===== src/rtl/per2axi_pkg.sv =====
// Shared types and AXI constants for the peripheral-to-AXI bridge.
package per2axi_pkg;

    typedef enum logic [2:0] {
        IDLE,
        WR_REQ,
        WR_RESP,
        ATOP_RESP,
        RD_REQ,
        RD_RESP,
        RESP
    } state_e;

    localparam logic [2:0] AXI_SIZE_4B    = 3'b010;
    localparam logic [1:0] AXI_BURST_INCR = 2'b01;
    localparam logic [1:0] AXI_RESP_OKAY  = 2'b00;

    // Atomic loads, swaps and compares return data on R as well as a B response.
    function automatic logic atop_has_rdata(input logic [5:0] atop);
        return atop[5];
    endfunction

endpackage


===== src/rtl/per2axi_bridge.sv =====
// Single-outstanding peripheral request -> single-beat AXI4 master; 3 cycles grant-to-response when AXI is ready.
// Backpressure: gnt only in IDLE; AXI valids hold until ready; B/R waited on indefinitely.
module per2axi_bridge
    import per2axi_pkg::*;
#(
    parameter int unsigned PER_ADDR_WIDTH = 32,
    parameter int unsigned PER_ID_WIDTH   = 5,
    parameter int unsigned AXI_DATA_WIDTH = 64,
    parameter int unsigned AXI_ID_WIDTH   = 6,
    parameter int unsigned AXI_USER_WIDTH = 6
) (
    input  logic                        clk_i,
    input  logic                        rst_i,

    input  logic                        per_slave_req_i,
    input  logic [PER_ADDR_WIDTH-1:0]   per_slave_add_i,
    input  logic                        per_slave_we_ni,
    input  logic [31:0]                 per_slave_wdata_i,
    input  logic [3:0]                  per_slave_be_i,
    input  logic [5:0]                  per_slave_atop_i,
    input  logic [PER_ID_WIDTH-1:0]     per_slave_id_i,
    output logic                        per_slave_gnt_o,
    output logic                        per_slave_r_valid_o,
    output logic                        per_slave_r_opc_o,
    output logic [31:0]                 per_slave_r_rdata_o,
    output logic [PER_ID_WIDTH-1:0]     per_slave_r_id_o,

    output logic                        axi_aw_valid_o,
    output logic [PER_ADDR_WIDTH-1:0]   axi_aw_addr_o,
    output logic [2:0]                  axi_aw_prot_o,
    output logic [3:0]                  axi_aw_region_o,
    output logic [7:0]                  axi_aw_len_o,
    output logic [2:0]                  axi_aw_size_o,
    output logic [1:0]                  axi_aw_burst_o,
    output logic                        axi_aw_lock_o,
    output logic [3:0]                  axi_aw_cache_o,
    output logic [3:0]                  axi_aw_qos_o,
    output logic [5:0]                  axi_aw_atop_o,
    output logic [AXI_ID_WIDTH-1:0]     axi_aw_id_o,
    output logic [AXI_USER_WIDTH-1:0]   axi_aw_user_o,
    input  logic                        axi_aw_ready_i,

    output logic                        axi_w_valid_o,
    output logic [AXI_DATA_WIDTH-1:0]   axi_w_data_o,
    output logic [AXI_DATA_WIDTH/8-1:0] axi_w_strb_o,
    output logic                        axi_w_last_o,
    output logic [AXI_USER_WIDTH-1:0]   axi_w_user_o,
    input  logic                        axi_w_ready_i,

    input  logic                        axi_b_valid_i,
    input  logic [1:0]                  axi_b_resp_i,
    input  logic [AXI_ID_WIDTH-1:0]     axi_b_id_i,
    input  logic [AXI_USER_WIDTH-1:0]   axi_b_user_i,
    output logic                        axi_b_ready_o,

    output logic                        axi_ar_valid_o,
    output logic [PER_ADDR_WIDTH-1:0]   axi_ar_addr_o,
    output logic [2:0]                  axi_ar_prot_o,
    output logic [3:0]                  axi_ar_region_o,
    output logic [7:0]                  axi_ar_len_o,
    output logic [2:0]                  axi_ar_size_o,
    output logic [1:0]                  axi_ar_burst_o,
    output logic                        axi_ar_lock_o,
    output logic [3:0]                  axi_ar_cache_o,
    output logic [3:0]                  axi_ar_qos_o,
    output logic [AXI_ID_WIDTH-1:0]     axi_ar_id_o,
    output logic [AXI_USER_WIDTH-1:0]   axi_ar_user_o,
    input  logic                        axi_ar_ready_i,

    input  logic                        axi_r_valid_i,
    input  logic [AXI_DATA_WIDTH-1:0]   axi_r_data_i,
    input  logic [1:0]                  axi_r_resp_i,
    input  logic                        axi_r_last_i,
    input  logic [AXI_ID_WIDTH-1:0]     axi_r_id_i,
    input  logic [AXI_USER_WIDTH-1:0]   axi_r_user_i,
    output logic                        axi_r_ready_o,

    output logic                        busy_o
);

    state_e                    state_q, state_d;
    logic [PER_ADDR_WIDTH-1:0] add_q, add_d;
    logic [31:0]               wdata_q, wdata_d;
    logic [3:0]                be_q, be_d;
    logic [5:0]                atop_q, atop_d;
    logic [PER_ID_WIDTH-1:0]   id_q, id_d;
    logic [31:0]               rdata_q, rdata_d;
    logic                      opc_q, opc_d;
    logic                      aw_pend_q, aw_pend_d;
    logic                      w_pend_q, w_pend_d;
    logic                      b_done_q, b_done_d;
    logic                      r_done_q, r_done_d;

    logic        aw_hs, w_hs, ar_hs, b_hs, r_hs;
    logic [31:0] r_lane;

    // Single outstanding transaction, so response IDs and r_last carry no information.
    logic unused_axi_inputs;
    assign unused_axi_inputs = ^{axi_b_id_i, axi_b_user_i, axi_r_last_i, axi_r_id_i, axi_r_user_i};

    assign per_slave_gnt_o = per_slave_req_i && (state_q == IDLE);

    assign axi_aw_valid_o = (state_q == WR_REQ) && aw_pend_q;
    assign axi_w_valid_o  = (state_q == WR_REQ) && w_pend_q;
    assign axi_ar_valid_o = (state_q == RD_REQ);
    assign axi_b_ready_o  = (state_q == WR_RESP) || ((state_q == ATOP_RESP) && !b_done_q);
    assign axi_r_ready_o  = (state_q == RD_RESP) || ((state_q == ATOP_RESP) && !r_done_q);
    assign busy_o         = (state_q != IDLE);

    assign aw_hs = axi_aw_valid_o && axi_aw_ready_i;
    assign w_hs  = axi_w_valid_o  && axi_w_ready_i;
    assign ar_hs = axi_ar_valid_o && axi_ar_ready_i;
    assign b_hs  = axi_b_valid_i  && axi_b_ready_o;
    assign r_hs  = axi_r_valid_i  && axi_r_ready_o;

    assign r_lane = add_q[2] ? axi_r_data_i[63:32] : axi_r_data_i[31:0];

    assign per_slave_r_valid_o = (state_q == RESP);
    assign per_slave_r_opc_o   = (state_q == RESP) && opc_q;
    assign per_slave_r_rdata_o = (state_q == RESP) ? rdata_q : '0;
    assign per_slave_r_id_o    = (state_q == RESP) ? id_q : '0;

    assign axi_aw_addr_o   = add_q;
    assign axi_aw_prot_o   = '0;
    assign axi_aw_region_o = '0;
    assign axi_aw_len_o    = '0;
    assign axi_aw_size_o   = AXI_SIZE_4B;
    assign axi_aw_burst_o  = AXI_BURST_INCR;
    assign axi_aw_lock_o   = 1'b0;
    assign axi_aw_cache_o  = '0;
    assign axi_aw_qos_o    = '0;
    assign axi_aw_atop_o   = atop_q;
    assign axi_aw_id_o     = '0;
    assign axi_aw_user_o   = '0;

    assign axi_w_data_o = {wdata_q, wdata_q};
    assign axi_w_strb_o = add_q[2] ? {be_q, 4'h0} : {4'h0, be_q};
    assign axi_w_last_o = 1'b1;
    assign axi_w_user_o = '0;

    assign axi_ar_addr_o   = add_q;
    assign axi_ar_prot_o   = '0;
    assign axi_ar_region_o = '0;
    assign axi_ar_len_o    = '0;
    assign axi_ar_size_o   = AXI_SIZE_4B;
    assign axi_ar_burst_o  = AXI_BURST_INCR;
    assign axi_ar_lock_o   = 1'b0;
    assign axi_ar_cache_o  = '0;
    assign axi_ar_qos_o    = '0;
    assign axi_ar_id_o     = '0;
    assign axi_ar_user_o   = '0;

    always_comb begin
        state_d   = state_q;
        add_d     = add_q;
        wdata_d   = wdata_q;
        be_d      = be_q;
        atop_d    = atop_q;
        id_d      = id_q;
        rdata_d   = rdata_q;
        opc_d     = opc_q;
        aw_pend_d = aw_pend_q;
        w_pend_d  = w_pend_q;
        b_done_d  = b_done_q;
        r_done_d  = r_done_q;

        case (state_q)
            IDLE: begin
                if (per_slave_gnt_o) begin
                    add_d    = per_slave_add_i;
                    wdata_d  = per_slave_wdata_i;
                    be_d     = per_slave_be_i;
                    atop_d   = per_slave_we_ni ? 6'h0 : per_slave_atop_i;
                    id_d     = per_slave_id_i;
                    rdata_d  = '0;
                    opc_d    = 1'b0;
                    b_done_d = 1'b0;
                    r_done_d = 1'b0;
                    if (per_slave_we_ni) begin
                        state_d = RD_REQ;
                    end else begin
                        state_d   = WR_REQ;
                        aw_pend_d = 1'b1;
                        w_pend_d  = 1'b1;
                    end
                end
            end
            WR_REQ: begin
                if (aw_hs) aw_pend_d = 1'b0;
                if (w_hs)  w_pend_d  = 1'b0;
                if ((!aw_pend_q || aw_hs) && (!w_pend_q || w_hs)) begin
                    state_d = atop_has_rdata(atop_q) ? ATOP_RESP : WR_RESP;
                end
            end
            WR_RESP: begin
                if (b_hs) begin
                    opc_d   = (axi_b_resp_i != AXI_RESP_OKAY);
                    state_d = RESP;
                end
            end
            ATOP_RESP: begin
                if (b_hs) begin
                    b_done_d = 1'b1;
                    opc_d    = opc_d | (axi_b_resp_i != AXI_RESP_OKAY);
                end
                if (r_hs) begin
                    r_done_d = 1'b1;
                    rdata_d  = r_lane;
                    opc_d    = opc_d | axi_r_resp_i[1];
                end
                if ((b_done_q || b_hs) && (r_done_q || r_hs)) state_d = RESP;
            end
            RD_REQ: begin
                if (ar_hs) state_d = RD_RESP;
            end
            RD_RESP: begin
                if (r_hs) begin
                    rdata_d = r_lane;
                    opc_d   = axi_r_resp_i[1];
                    state_d = RESP;
                end
            end
            RESP:    state_d = IDLE;
            default: state_d = IDLE;
        endcase
    end

    always_ff @(posedge clk_i) begin
        if (rst_i) begin
            state_q   <= IDLE;
            add_q     <= '0;
            wdata_q   <= '0;
            be_q      <= '0;
            atop_q    <= '0;
            id_q      <= '0;
            rdata_q   <= '0;
            opc_q     <= 1'b0;
            aw_pend_q <= 1'b0;
            w_pend_q  <= 1'b0;
            b_done_q  <= 1'b0;
            r_done_q  <= 1'b0;
        end else begin
            state_q   <= state_d;
            add_q     <= add_d;
            wdata_q   <= wdata_d;
            be_q      <= be_d;
            atop_q    <= atop_d;
            id_q      <= id_d;
            rdata_q   <= rdata_d;
            opc_q     <= opc_d;
            aw_pend_q <= aw_pend_d;
            w_pend_q  <= w_pend_d;
            b_done_q  <= b_done_d;
            r_done_q  <= r_done_d;
        end
    end

endmodule


===== config.mk =====
export PLATFORM = sky130hd
export DESIGN_NAME = per2axi_bridge
export DESIGN_NICKNAME = d
export VERILOG_FILES = /design/src/rtl/per2axi_pkg.sv /design/src/rtl/per2axi_bridge.sv
export SDC_FILE = /design/constraint.sdc
export NUM_CORES = 1
export LEC_CHECK = 0
export BUFFER_PORTS_ARGS = -buffer_cell sky130_fd_sc_hd__buf_2
export CAP_MARGIN = 20
export CELL_PAD_IN_SITES_DETAIL_PLACEMENT = 1
export CELL_PAD_IN_SITES_GLOBAL_PLACEMENT = 2
export CORE_MARGIN = 4
export CORE_UTILIZATION = 19
export CTS_BUF_LIST = sky130_fd_sc_hd__clkbuf_4 sky130_fd_sc_hd__clkbuf_8
export DETAILED_ROUTE_END_ITERATION = 6
export PLACE_DENSITY = 0.85
export SLEW_MARGIN = 5
export SYNTH_ARGS = -nofsm -noshare
export SYNTH_HDL_FRONTEND = slang
export SYNTH_SLANG_ARGS = --single-unit

===== constraint.sdc =====
create_clock -name clk_i -period 1.8 [get_ports clk_i]
set_input_delay 0.09 -clock clk_i [delete_from_list [all_inputs] [get_ports clk_i]]
set_output_delay 0.09 -clock clk_i [all_outputs]
set_load 0.01 [all_outputs]

==> results.sh <==
export IMPL_ys_seq_area_share_pct=37.1
export IMPL_die_area_um2=36800
export IMPL_swShare_pct=40.4
export IMPL_wirelength_um=27900
export IMPL_cts_buffers=17
export IMPL_yosys_area_top_type_share_pct=37.1
export IMPL_n_fill_cell=4004
export IMPL_synth_enable_flop_cells=0
export IMPL_crit_buf_inv=2
export IMPL_critPathKind="register to register"
export IMPL_setup_violations=8
export IMPL_synthArstFlopShare_pct=0
export IMPL_crit_fanout=16
export IMPL_antenna_found_initial=2
export IMPL_core_area_um2=33400
export IMPL_grt_usage_pct=12.9
export IMPL_drtPass1Iterations=4
export IMPL_worst_ep_required_time_ns=2.15
export IMPL_fp_dieW_um=192
export IMPL_clkPwrFrac_pct=23.2
export IMPL_pre_cts_ws_ns=0.0888
export IMPL_place_area_um2=7850
export IMPL_synthTopCellsByCount="buf_4, nand2_1, dfxtp_1"
export IMPL_drc=0
export IMPL_drt_initial_drc_count=145
export IMPL_multi_input_area_um2=3080
export IMPL_avgSynthCellArea_um2=8.36
export IMPL_yosys_area_top_type="dfxtp_1"
export IMPL_cp_cell_sequence="or4b_4 > buf_6 > o311a_4 > clkbuf_16 > o31ai_2"
export IMPL_leakagePower_nw=4.86
export IMPL_arrival_ns=2.22
export IMPL_min_period_ns=1.87
export IMPL_syn_area_um2=6430
export IMPL_fin_setup_tns_ns=-0.132
export IMPL_clk_latency_ns=0.44
export IMPL_p_total_w=0.0110
export IMPL_vias=6652
export IMPL_powerDensity_nw_per_um2=1070
export IMPL_cts_root_buf="clkbuf_8"
export IMPL_relSlewSlack_pct=61.2
export IMPL_row_count=67
export IMPL_cts_buffer_depth=2
export IMPL_netSwitchingPower_w=0.00446
export IMPL_finalCritPeriodShare_pct=104
export IMPL_yosys_top_cells_area="dfxtp_1, buf_4, nand2_1"
export IMPL_nets=1378
export IMPL_ys_ff_latch=119
export IMPL_via_per_inst=4.01
export IMPL_cts_sinks=119
export IMPL_h_tree_depth=4
export IMPL_end_kind="register"
export IMPL_grt_pass1_vias=6743
export IMPL_layout_drive_gt1_share_pct=40.8
export IMPL_yosysMostFrequentCell="buf_4"
export IMPL_grt_ovfl_total=0
export IMPL_status="complete, but fails checks"
export IMPL_port_buffers=342
export IMPL_crit_path_start_kind="register"
export IMPL_crit_family="simple AND/OR/NAND/NOR gates"
export IMPL_fin_ws_ns=-0.0712
export IMPL_die_y_um=192
export IMPL_grt_first_pass_wirelength_um=37100
export IMPL_p_int_w=0.00657
export IMPL_clk_pin_slew_ns=0.09
export IMPL_routedWlPerCell_um=16.8
export IMPL_pwr_share_comb_pct=46.1
export IMPL_gp_congestion=0.720
export IMPL_tritoncts="built"
export IMPL_rsz0062_at_grt="true"
export IMPL_hold_viol=0
export IMPL_drv_cap=0
export IMPL_ys_flop_type="dfxtp_1"
export IMPL_dp_hpwl_um=16300
export IMPL_drtAntennaViolNets=0
export IMPL_grt_max_degree=79
export IMPL_clock_skew_final_ns=0.0133
export IMPL_ys_types=41
export IMPL_critPathMaxStageDelay_ns=0.58
export IMPL_start_util_pct=19.2
export IMPL_drv_slew=0
export IMPL_yosysWarnings=0
export IMPL_hold_path_class="input port to register"
export IMPL_syn2layout_area_growth_pct=60.9
export IMPL_fin_area_um2=10300
export IMPL_crit_path_top_delay_cell="or4b_4"
export IMPL_sequentialPowerShare_pct=30.7
export IMPL_violations="negative setup slack"
export IMPL_ff_latch_area_um2=2390
export IMPL_worst_pin_slew_ns=0.582
export IMPL_fmax_mhz=534
export IMPL_vdd_drop_max_v=0.000505
export IMPL_io_pins=458
export IMPL_synth_cells=769
[metrics by stage]
stage / hold slack (ns) / util [%] / cells
6_report: 0.0128 / 30.9 / 1660
5_1_grt: 0.0207 / 30.9 / 1659
4_1_cts: 0.0000246 / 29.4 / 1636
3_5_place_dp: 0.317 / 23.5 / 1457
3_3_place_gp: 0.308 / 23.5 / 1457
2_1_floorplan: 0.205 / - / 856
[layer usage]
metal | track usage, % | share of wire (%) | wire length, µm | up-vias
met4 | 5.08 | 2.5 | 700 | 2
met5 | 0 | 0.072 | 20 | -
li1 | - | - | - | 3163
met1 | 13.5 | 37 | 10400 | 3182
met3 | 3.49 | 6.6 | 1860 | 35
met2 | 24.2 | 53 | 14900 | 270
[power groups by stage]
stage               Combinational (W)  Sequential [W]  Clock [W]
finish                        0.00509         0.00338    0.00256
global route                  0.00554         0.00345    0.00280
CTS                           0.00439         0.00337    0.00270
detailed placement            0.00378         0.00342          0
global placement              0.00373         0.00339          0
floorplan                     0.00270         0.00350          0
[placed cells by master (no fill, tap or decap), types with 6 or more instances in the layout]
cell / instances
mux2i_1: 32
conb_1: 89
o31ai_2: 30
buf_4: 29
clkbuf_8: 17
nor3b_2: 6
nand3b_1: 33
buf_6: 28
dlygate4sd3_1: 139
nor2_1: 14
and2_4: 19
and2_1: 25
nor2b_1: 7
a21oi_1: 83
buf_12: 8
dfxtp_1: 116
nand2_1: 146
clkinv_4: 6
buf_2: 318
nand2b_1: 6
[flip-flops by register name, summed over array words and instances, names as in the netlist]
register       flops
state_q            3
be_q               4
rdata_q           32
id_q               5
w_pend_q           1
wdata_q           32
axi_ar_addr_o     32
b_done_q           1
aw_pend_q          1
r_done_q           1
axi_aw_atop_o      6
opc_q              1
[worst min-delay path: stages]
cell     delay (ns)
buf_2          0.07
nor3b_2        0.14
a21oi_1        0.05
nor2_1         0.07
[cell type report]
class	instances	share of cell area (%)
clock inverters	14	1.49
inverters	3	0.169
well taps	448	5.42
multi-input cells	526	29.8
flip-flops and latches	119	23.1
clock buffers	18	2.34
diodes	2	0.0484
repair buffers	530	37.6
[logic make-up after synthesis]
logic type / Yosys count / synth area share [%]
multiplexers: 34 / 5.33
buffers and inverters: 211 / 22.2
flip-flops: 119 / 37.1
AND/OR/NAND/NOR: 272 / 21.0
other: 2 / 0.117
AO/OA/AOI/OAI: 131 / 14.3
[timing repair]
item / in CTS / in global routing
resized for setup: 31 / 53
cloned: 1 / 7
pin swaps: 2 / 9
endpoints found under the hold margin: 110 / 0
buffers inserted: 7 / 15
endpoints found under the setup margin: 43 / 91
hold buffers: 139 / 0
[worst paths after layout]
kind         slack, ns                 from          endpoint  cells after the start
max reg2reg      -0.07           state_q[1]       rdata_q[17]                      5
min reg2reg       0.46              id_q[0]           id_q[0]                      2
min               0.01  per_slave_atop_i[0]  axi_aw_atop_o[0]                      4
max              -0.07           state_q[1]       rdata_q[17]                      5
No activity file was read; power rests on OpenSTA's default activity.
